==> src/rtl/cordic_post_stage.sv <==
// Output stage of a CORDIC rotator: gain compensation, round-half-to-even,
// symmetric saturation, valid tracking and sticky overflow/saturation counting.
module cordic_post_stage #(
  parameter int WW      = 16,
  parameter int OW      = 12,
  parameter int NSTAGES = 13,
  parameter int GAIN    = 79594
) (
  input  logic                 i_clk,
  input  logic                 i_reset_n,
  input  logic                 i_ce,
  input  logic                 i_valid,
  input  logic signed [WW-1:0] x_in,
  input  logic signed [WW-1:0] y_in,
  input  logic                 i_clr_ovf,
  output logic signed [OW-1:0] o_x,
  output logic signed [OW-1:0] o_y,
  output logic                 o_valid,
  output logic                 o_ovf,
  output logic [15:0]          o_sat_cnt
);

  localparam int PW   = WW + 19;        // product width
  localparam int D    = 17 + WW - OW;   // LSBs dropped by rounding
  localparam int RW   = PW - D + 1;     // rounded width, one guard bit for the +1
  localparam int MAXV = 2**(OW-1) - 1;

  localparam logic [D-1:0]         HALF   = {1'b1, {(D-1){1'b0}}};
  localparam logic signed [RW-1:0] SAT_HI = RW'(MAXV);
  localparam logic signed [RW-1:0] SAT_LO = -SAT_HI;
  localparam logic signed [OW-1:0] OUT_HI = OW'(MAXV);
  localparam logic signed [OW-1:0] OUT_LO = -OUT_HI;

  typedef struct packed {
    logic signed [OW-1:0] val;
    logic                 sat;
  } sat_t;

  function automatic logic signed [RW-1:0] round_even(input logic signed [PW-1:0] p);
    logic signed [RW-2:0] trunc;
    logic [D-1:0]         frac;
    logic                 up;
    trunc = p[PW-1:D];
    frac  = p[D-1:0];
    up    = (frac > HALF) || ((frac == HALF) && trunc[0]);
    return {trunc[RW-2], trunc} + RW'(up);
  endfunction

  function automatic sat_t saturate(input logic signed [RW-1:0] v);
    sat_t s;
    s.sat = 1'b1;
    if (v > SAT_HI) begin
      s.val = OUT_HI;
    end else if (v < SAT_LO) begin
      s.val = OUT_LO;
    end else begin
      s.val = v[OW-1:0];
      s.sat = 1'b0;
    end
    return s;
  endfunction

  // Valid tracker runs alongside the upstream rotation stages.
  logic [NSTAGES-1:0] r_vtrack;
  logic [NSTAGES-1:0] w_vtrack_next;

  // NOTE: every always_comb output gets a default first so no latch is inferred.
  always_comb begin
    w_vtrack_next    = r_vtrack << 1;
    w_vtrack_next[0] = i_valid;
  end

  // Stage A: gain multiply. GAIN is forced non-negative by zero extension.
  logic signed [PW-1:0] w_x_ext, w_y_ext, w_gain_ext, w_px, w_py;
  logic signed [PW-1:0] r_px, r_py;
  logic                 r_a_valid;

  assign w_x_ext    = {{19{x_in[WW-1]}}, x_in};
  assign w_y_ext    = {{19{y_in[WW-1]}}, y_in};
  assign w_gain_ext = {{WW{1'b0}}, 1'b0, 18'(GAIN)};
  assign w_px       = w_x_ext * w_gain_ext;
  assign w_py       = w_y_ext * w_gain_ext;

  // NOTE: datapath registers are reset too so in-flight samples vanish on reset.
  always_ff @(posedge i_clk or negedge i_reset_n) begin
    if (!i_reset_n) begin
      r_vtrack  <= '0;
      r_px      <= '0;
      r_py      <= '0;
      r_a_valid <= 1'b0;
    end else if (i_ce) begin
      r_vtrack  <= w_vtrack_next;
      r_px      <= w_px;
      r_py      <= w_py;
      r_a_valid <= r_vtrack[NSTAGES-1];
    end
  end

  // Stage B: round, saturate and register outputs.
  sat_t w_sx, w_sy;
  assign w_sx = saturate(round_even(r_px));
  assign w_sy = saturate(round_even(r_py));

  logic signed [OW-1:0] r_ox, r_oy;
  logic                 r_ovalid;

  always_ff @(posedge i_clk or negedge i_reset_n) begin
    if (!i_reset_n) begin
      r_ox     <= '0;
      r_oy     <= '0;
      r_ovalid <= 1'b0;
    end else if (i_ce) begin
      r_ox     <= w_sx.val;
      r_oy     <= w_sy.val;
      r_ovalid <= r_a_valid;
    end
  end

  // Flag and counter: clear acts without i_ce; same-edge saturation overrides it.
  logic        w_set;
  logic [1:0]  w_inc;
  logic [16:0] w_cnt_sum;
  logic [15:0] w_cnt_next;
  logic        r_ovf;
  logic [15:0] r_sat_cnt;

  assign w_set      = i_ce && r_a_valid && (w_sx.sat || w_sy.sat);
  assign w_inc      = (i_ce && r_a_valid) ? ({1'b0, w_sx.sat} + {1'b0, w_sy.sat}) : 2'd0;
  assign w_cnt_sum  = {1'b0, (i_clr_ovf ? 16'd0 : r_sat_cnt)} + {15'd0, w_inc};
  assign w_cnt_next = w_cnt_sum[16] ? 16'hFFFF : w_cnt_sum[15:0];

  always_ff @(posedge i_clk or negedge i_reset_n) begin
    if (!i_reset_n) begin
      r_ovf     <= 1'b0;
      r_sat_cnt <= '0;
    end else begin
      if (w_set)          r_ovf <= 1'b1;
      else if (i_clr_ovf) r_ovf <= 1'b0;
      r_sat_cnt <= w_cnt_next;
    end
  end

  assign o_x       = r_ox;
  assign o_y       = r_oy;
  assign o_valid   = r_ovalid;
  assign o_ovf     = r_ovf;
  assign o_sat_cnt = r_sat_cnt;

endmodule

==> config.mk <==
export PLATFORM = sky130hd
export DESIGN_NAME = cordic_post_stage
export DESIGN_NICKNAME = d
export VERILOG_FILES = /design/src/rtl/cordic_post_stage.sv
export SDC_FILE = /design/constraint.sdc
export NUM_CORES = 1
export LEC_CHECK = 0
export ABC_CLOCK_PERIOD_IN_PS = 12000
export BUFFER_PORTS_ARGS = -buffer_cell sky130_fd_sc_hd__buf_2
export CORE_MARGIN = 3
export CORE_UTILIZATION = 44
export CTS_BUF_LIST = sky130_fd_sc_hd__clkbuf_4 sky130_fd_sc_hd__clkbuf_8
export DETAILED_ROUTE_END_ITERATION = 8
export GPL_TIMING_DRIVEN = 0
export PLACE_DENSITY_LB_ADDON = 0.3
export SLEW_MARGIN = 25
export SYNTH_ARGS = -nofsm -noshare
export SYNTH_HDL_FRONTEND = slang
export SYNTH_SLANG_ARGS = --single-unit
==> constraint.sdc <==
create_clock -name i_clk -period 12 [get_ports i_clk]
set_clock_uncertainty 0.15 [all_clocks]
set_input_delay 0.6 -clock i_clk [delete_from_list [all_inputs] [get_ports i_clk]]
set_output_delay 0.6 -clock i_clk [all_outputs]
set_load 0.01 [all_outputs]
==> Word-level counts from Yosys, hierarchy flattened <==
Cells that the tools add are included.
{ "classes": {"mul": 2, "addsub": 4, "muxes": 13, "n_reduce_logical": 8, "n_lt_le_gt_ge": 6, "eq_ne": 2} }
{ "op_table": {"columns": ["cell", "count"], "rows": [
  ["multiplier 16 x 17 -> 33 bit, second input constant", 2],
  ["two-way mux 12 bit", 4],
  ["> comparator 21 bit, second input constant", 2],
  ["== test 20 bit, second input constant", 2],
  ["two-way mux 16 bit", 2],
  ["> comparator 15 x 12 -> 1 bit, second input constant", 2],
  ["less-than comparator 15 x 12 -> 1 bit, second input constant", 2],
  ["adder 13 x 2 -> 14 bit", 2],
  ["adder 16 x 2 -> 17 bit", 1],
  ["two-way mux 1 bit", 6],
  ["logical AND 1 bit", 4],
  ["logical OR 1 bit", 3],
  ["adder 1 x 1 -> 2 bit", 1],
  ["two-way mux 2 bit", 1],
  ["nonzero test 2 bit", 1]
]} }
{ "word_totals": {"word_cells": 44, "out_inout_bits": 42, "register_bits": 122} }

==> Depth between registers and ports, before layout <==
Gate-level depths: netlist (run 1).
{ "logic_depth": {"depth_word": 11, "mapped_depth": 23} }

==> Worst setup path before layout (run 1) <==
No wires, ideal clock.
{ "synth_timing": {"kind": "input to register", "startpoint": "input x_in[4]", "endpoint": "register r_px[28]", "path_slack_ns": 6.030, "required_time_ns": 11.725, "path_buffers": 0, "cell_stages": 20, "t_arrival_ns": 5.696, "cell_sequence": "ha_1 -> inv_1 -> fa_1 -> inv_1 -> fa_1 -> fa_1 -> fa_1 -> inv_1 -> fa_1 -> inv_1 -> ha_1 -> a21o_1 -> a21o_1 -> a21o_1 -> a21o_1 -> a221oi_4 -> o21ai_2 -> a31oi_4 -> xnor2_1 -> mux2_2"} }
{ "synth_between": {"elab_chain_len": 1} }
{ "synth_lines": {"columns": ["element", "line_no", "rtl"], "rows": [
  ["start, declared", "13", "input logic signed [WW-1:0] x_in,"],
  ["multiplier 16 x 17 -> 33 bit", "81", "assign w_px = w_x_ext * w_gain_ext;"],
  ["end signal, assigned", "93", "r_px <= w_px;"],
  ["end, declared", "75", "logic signed [PW-1:0] r_px, r_py;"]
]} }
No other way between the ends.
A chain may end at the register's enable or synchronous reset.

==> Worst setup path in the final report (run 1) <==
{ "layout_timing": {"startpoint": "input x_in[5]", "endpoint": "register, netlist name r_px[33]"} }
{ "layout_between": {"elab_chain_len": 1} }
{ "layout_lines": {"columns": ["element", "line_no"], "rows": [
  ["multiplier 16 x 17 -> 33 bit", "81"]
]} }
No other way between the ends.

==> results.md, run 1 <==
* First-pass GRT wire length at 58.1 mm
* Number of enable flip-flop cells after synthesis at 0
* Hold Fails Final Rpt at 0
* Sequential fraction of the synthesis area at around a fifth
* WHS at 0.280 ns
* Clk sinks at 122
* Drt total wl at between 30 and 40 mm
* Final setup viols at 0
* Row cnt at 68
* Number of warnings issued by yosys at 0
* Clock slew at reported path FFs at approximately 0.07 ns
* WP buf/inv at 7
* Post-CTS setup buffer count at 0
* CP endpoint kind: flip-flop
* Hold crit path type: in2reg
* Fillers at 3245
* Clock latency at the later pin of the worst-skew pair at about 0.44 ns
* Tot GR Track Use at 18.5%
* Final max-slew violation count at 0
* CTS tree: built
* Status: finished, final reports clean
* DRT iter0 DRCs at between 400 and 500
* Critical path class: in2reg
* Hpwl dp at 28.7 mm
* Unique masters post-synth at 64
* Htree depth at 4
* Proportion of netlist area held by the largest area contributor at 24.6%
* CP Launch Type: input port
* Post-route ant nets at 0
* CP max FO at 7
* Critical path, cell by cell: buf_2, inv_1, ha_1, inv_1, fa_1, fa_1, inv_1, fa_1, inv_1, fa_1, inv_1, fa_1, inv_1, ha_1, and3_1, a31oi_1, a21oi_1, o21ai_1, a31oi_1, a311oi_1, xnor2_1, mux2_2
* Critical path's slowest cell: fa_1
* Vias/cell at 5.11
* Crit path DAT at approximately 6.5 ns
* Congestion Overflow GR at 0
* CTS resizes at 0
* Starting density of the core at 45.1%
* Flops & latches, synth at 122
* Most frequent cells after synthesis: inv_1 (320), ha_1 (266), fa_1 (193), dfrtp_1 (122)
* Area Growth Syn to Fin at 8.57%
* Vias post-DR at 10800
* Cell mode on critical path: inv_1
* Final Cycle Share at 52.5%
* Final core utilization at 49.0%
* Synth area leader: fa_1
* Largest net degree at the start of global routing at 77
* Worst R2R Setup Slack at 6.43 ns
* Synth async-reset ratio at 100%
* CTS Buf Count at 17
* I/O Buffers at between 70 and 80
* Crit path largest cell delay at 0.54 ns
* Setup_tns at 0 ns
* Antenna Cells at 0
* Family with the most delay on the worst path: adder cells
* Syn Inst Count at between 1500 and 2000
* Area contributors post-synth: fa_1 (25%), ha_1 (21%), dfrtp_1 (19%)
* Total core area at 0.0349 mm²
* Fmax at 159 MHz
* Slew at the pin closest to its max-slew limit at 0.726 ns
* Post-CTS Hold Buffers at 1
* Die width at 195 µm
* Syn Nets at 2051
* Die height at 195 µm
* Nets at 2149
* GP Congestion at roughly 0.89
* Synthesized cell area at 0.0157 mm²
* RSZ-0062 raised after global routing: false
* Maximum clock path buffer count at 2
* Post-route minimum period at 6.30 ns
* Syn_area_per_cell at 10.1 µm²
* Number of global-route vias before repair at 11500
* CTS root buf: clkbuf_8
* 1st-pass router iterations at 5
* # DRC at 0
* Share of cells above drive strength 1 at 11.3%
* I/O Pins at about 80
* Cell with the most instances after synthesis: inv_1
* WL/cell at 15.7 µm
* Number of max-cap violations at 0
* Top FF cell, synth: dfrtp_1
* Critical Path RT at between 10 and 15 ns
* Die area at 0.0381 mm²
* Max-slew headroom at 51.0%
* Antenna violations before repair at 0
[state kept, by name (all words and copies together) (netlist names)]
| signal | count |
|---|---|
| r_px | 33 |
| r_py | 33 |
| o_sat_cnt | 16 |
| r_vtrack | 13 |
| o_x | 12 |
| o_y | 12 |
| o_ovf | 1 |
| o_valid | 1 |
| r_a_valid | 1 |
[metrics by stage]
step	instance area, µm²	instances	setup WS [ns]
floorplan	15700	1555	6.03
finish	17100	2118	5.70
CTS	17100	2118	5.75
global route	17100	2118	5.34
global placement	16700	2087	5.27
detailed placement	16700	2088	5.28
[cell usage in the layout, fill, tap and decap left out, types with 27 or more instances in the layout]
cell / instances
nand3_1: 27
clkbuf_1: 28
buf_2: 79
inv_1: 320
nor2_1: 58
xor2_1: 29
dfrtp_1: 122
ha_1: 266
a21o_1: 29
nand2_1: 62
fa_1: 193
mux2_2: 66
xnor2_1: 42
o21ai_0: 37
a21oi_1: 66
[final cells by class]
| type | instances | area [µm²] | share of cell area (%) |
|---|---|---|---|
| Buffer | 31 | 120 | 0.703 |
| Clock buffer | 20 | 269 | 1.58 |
| Clock inverter | 9 | 76.3 | 0.447 |
| Inverter | 321 | 1200 | 7.05 |
| Multi-Input combinational cell | 1081 | 11400 | 66.5 |
| Sequential cell | 122 | 3050 | 17.9 |
| Tap cell | 455 | 569 | 3.33 |
| Timing Repair Buffer | 79 | 433 | 2.53 |
[kinds of logic after synthesis]
| kind of cell | Yosys count | synth area share [%] |
|---|---|---|
| AO/OA/AOI/OAI | 235 | 9.81 |
| XOR/XNOR | 71 | 3.95 |
| adder cells (fa/ha/maj) | 459 | 45.7 |
| buffers and inverters | 352 | 8.42 |
| flip-flops | 122 | 19.4 |
| multiplexers | 71 | 5.04 |
| AND/OR/NAND/NOR | 245 | 7.64 |
[path summary, 6_finish.rpt]
check                                     start                      end  depth (start not counted)
max in group asynchronous             i_reset_n      r_px[5]$_DFFE_PN0P_                          3
min in group asynchronous             i_reset_n       o_x[1]$_DFFE_PN0P_                          2
min reg2reg                r_py[13]$_DFFE_PN0P_     r_py[13]$_DFFE_PN0P_                          2
min                                     i_valid  r_vtrack[0]$_DFFE_PN0P_                          2
max                                     x_in[5]     r_px[33]$_DFFE_PN0P_                         22
max reg2reg                r_px[20]$_DFFE_PN0P_  o_sat_cnt[13]$_DFF_PN0_                         22
[layer usage]
layer,GRT usage (%),part of all wire (%),up-vias
li1,-,-,5333
met3,2.24,2.4,34
met4,4.30,1.4,0
met2,31.1,48,161
met5,0,0,-
met1,25.7,48,5301
Power of run 1 is not shown: default switching activity piles up to over one toggle a cycle in this logic, so the estimate is an artifact.
==> run 2: changes to the inputs <==
Settings changed: ABC_CLOCK_PERIOD_IN_PS 12000 to 5800.
Clock period 12 ns to 5.8 ns, I/O delays scaled along.
==> run 2 against run 1 <==
Die area is the same. Via count is 0.16% higher. Sequential cell count did not move. Critical path type unchanged. Highest routed layer unchanged.
==> results.md, run 2 (same netlist as run 1, synthesis figures left out) <==
* Hold Path Origin: x_in[1]
* Worst reg2reg startpoint: r_px[20]$_DFFE_PN0P_
* Vias/cell at slightly above 5
* Placed Cells at 2088
* Hold Fails Final Rpt at 0
* Fmax at between 150 and 200 MHz
* CP Launch Type: input port
* Hold crit path type: in2reg
* Die width at 195 µm
* First-pass GRT wire length at 58.2 mm
* CTS tree: built
* CP max FO at 6
* Clk sinks at 122
* R2R cell count at 22
* Total core area at between 0.03 and 0.04 mm²
* Starting density of the core at 45.1%
* Largest net degree at the start of global routing at 77
* WL/cell at 15.9 µm
* Gr busiest metal: met2
* Post-route minimum period at 5.62 ns
* GP Congestion at 0.890
* Most frequent cells in the layout: inv_1 (320), ha_1 (248), fa_1 (192), dfrtp_1 (122), buf_2 (76)
* Share of cells above drive strength 1 at 13.8%
* Critical Path RT at 5.96 ns
* Clock slew at reported path FFs at roughly 0.070 ns
* Tot GR Track Use at 18.5%
* CP endpoint kind: flip-flop
* Met3 Use GR at 2.24%
* Reg2reg end: o_sat_cnt[13]$_DFF_PN0_
* Vias post-DR at 10800
* Final max-slew violation count at 0
* Maximum clock path buffer count at 2
* Worst R2R Setup Slack at 0.39 ns
* Antenna violations before repair at 0
* Number of global-route vias before repair at 11500
* Crit path DAT at 5.78 ns
* GR Util met1 at 25.7%
* CTS root buf: clkbuf_8
* I/O Pins at 79
* Congestion Overflow GR at 0
* Hpwl dp at roughly 29 mm
* 1st-pass router iterations at 4
* Row cnt at 68
* Critical path class: in2reg
* Die height at roughly 200 µm
* Clock latency at the later pin of the worst-skew pair at 0.44 ns
* # DRC at 0
* Most common cell after layout, fill and taps aside: inv_1
* Met2 Track Usage GR at 31.3%
* Slew at the pin closest to its max-slew limit at 0.665 ns
* CTS Buf Count at 17
* WHS Path Cells at 2
* I/O Buffers at 77
* Number of max-cap violations at 0
* Nets at 2156
* Max-slew headroom at 55.7%
* Die area at 0.0381 mm²
* Final Cycle Share at 97.0%
* Status: finished, final reports clean
* Area Growth Syn to Fin at 10.6%
* Post-route ant nets at 0
* Htree depth at 4
* DRT iter0 DRCs at approximately 330
* WHS Endpoint: r_px[2]$_DFFE_PN0P_
* Drt total wl at 33.8 mm
* Antenna Cells at 0
* Final setup viols at 0
* Final Non-Filler Cells at 2125
## run 2: changes by cell type in the layout (fill, tap and decap cells not counted), sizes merged
cell	before	now
dlygate4sd3	1	2
buf	81	86
clkbuf	48	49
## run 2: worst max-delay path: stages
cell,delay [ns]
buf_2,0.19
ha_4,0.32
inv_1,0.06
fa_1,0.51
inv_1,0.07
fa_1,0.54
fa_1,0.45
fa_1,0.54
inv_1,0.05
fa_1,0.53
inv_1,0.04
ha_1,0.37
and4_1,0.26
a31o_2,0.25
a22oi_1,0.21
a21o_1,0.17
nand2_1,0.12
a21oi_1,0.26
a31oi_1,0.15
xnor2_1,0.25
mux2i_1,0.12
## run 2: metrics by stage
| stage | hold slack (ns) | area, µm² | utilization, % | worst slack [ns] | TNS [ns] |
|---|---|---|---|---|---|
| 2_1_floorplan | -0.156 | 15700 | - | 0.140 | 0 |
| 3_3_place_gp | 0.313 | 16700 | 47.8 | -0.624 | -6.47 |
| 3_5_place_dp | 0.0703 | 16700 | 47.9 | -0.607 | -7.04 |
| 4_1_cts | 0.0208 | 17100 | 49.1 | 0.00609 | 0 |
| 5_1_grt | 0.0283 | 17400 | 49.9 | -0.0508 | -0.118 |
| 6_report | 0.0582 | 17400 | 49.9 | 0.177 | 0 |
## run 2: worst max path at each step
stage	startpoint	endpoint	slack (ns)	depth (start not counted)
floorplan	x_in[4]	r_px[28]$_DFFE_PN0P_	0.14	20
detailed placement	x_in[5]	r_px[33]$_DFFE_PN0P_	-0.61	22
global placement	x_in[5]	r_px[33]$_DFFE_PN0P_	-0.62	22
global route	x_in[10]	r_px[33]$_DFFE_PN0P_	-0.05	19
CTS	x_in[4]	r_px[28]$_DFFE_PN0P_	0.006	21
finish	y_in[4]	r_py[31]$_DFFE_PN0P_	0.18	21
## run 2: layer usage
layer	vias to the layer above	part of all wire, %
li1	5345	-
met1	5326	47
met2	144	49
met3	31	2.5
met4	0	1.3
met5	-	0
## run 2: timing repair
| item | 4_1_cts | 5_1_grt |
|---|---|---|
| setup buffers | 0 | 6 |
| hold buffers | 2 | 0 |
| gates resized for setup | 8 | 45 |
| hold endpoints to repair | 55 | 0 |
| endpoints found under the setup margin | 3 | 31 |
| pin swaps | 1 | 10 |
## run 2: layout make-up
cell class	count	area (µm²)
clock inverter	9	76.3
buffer	31	121
inverter	321	1200
multi-input combinational	1081	11600
clock buffer	20	269
timing repair buffer	86	499
sequential	122	3050
fill	3226	17500
tap	455	569
Power of run 2 is left out for the same reason.
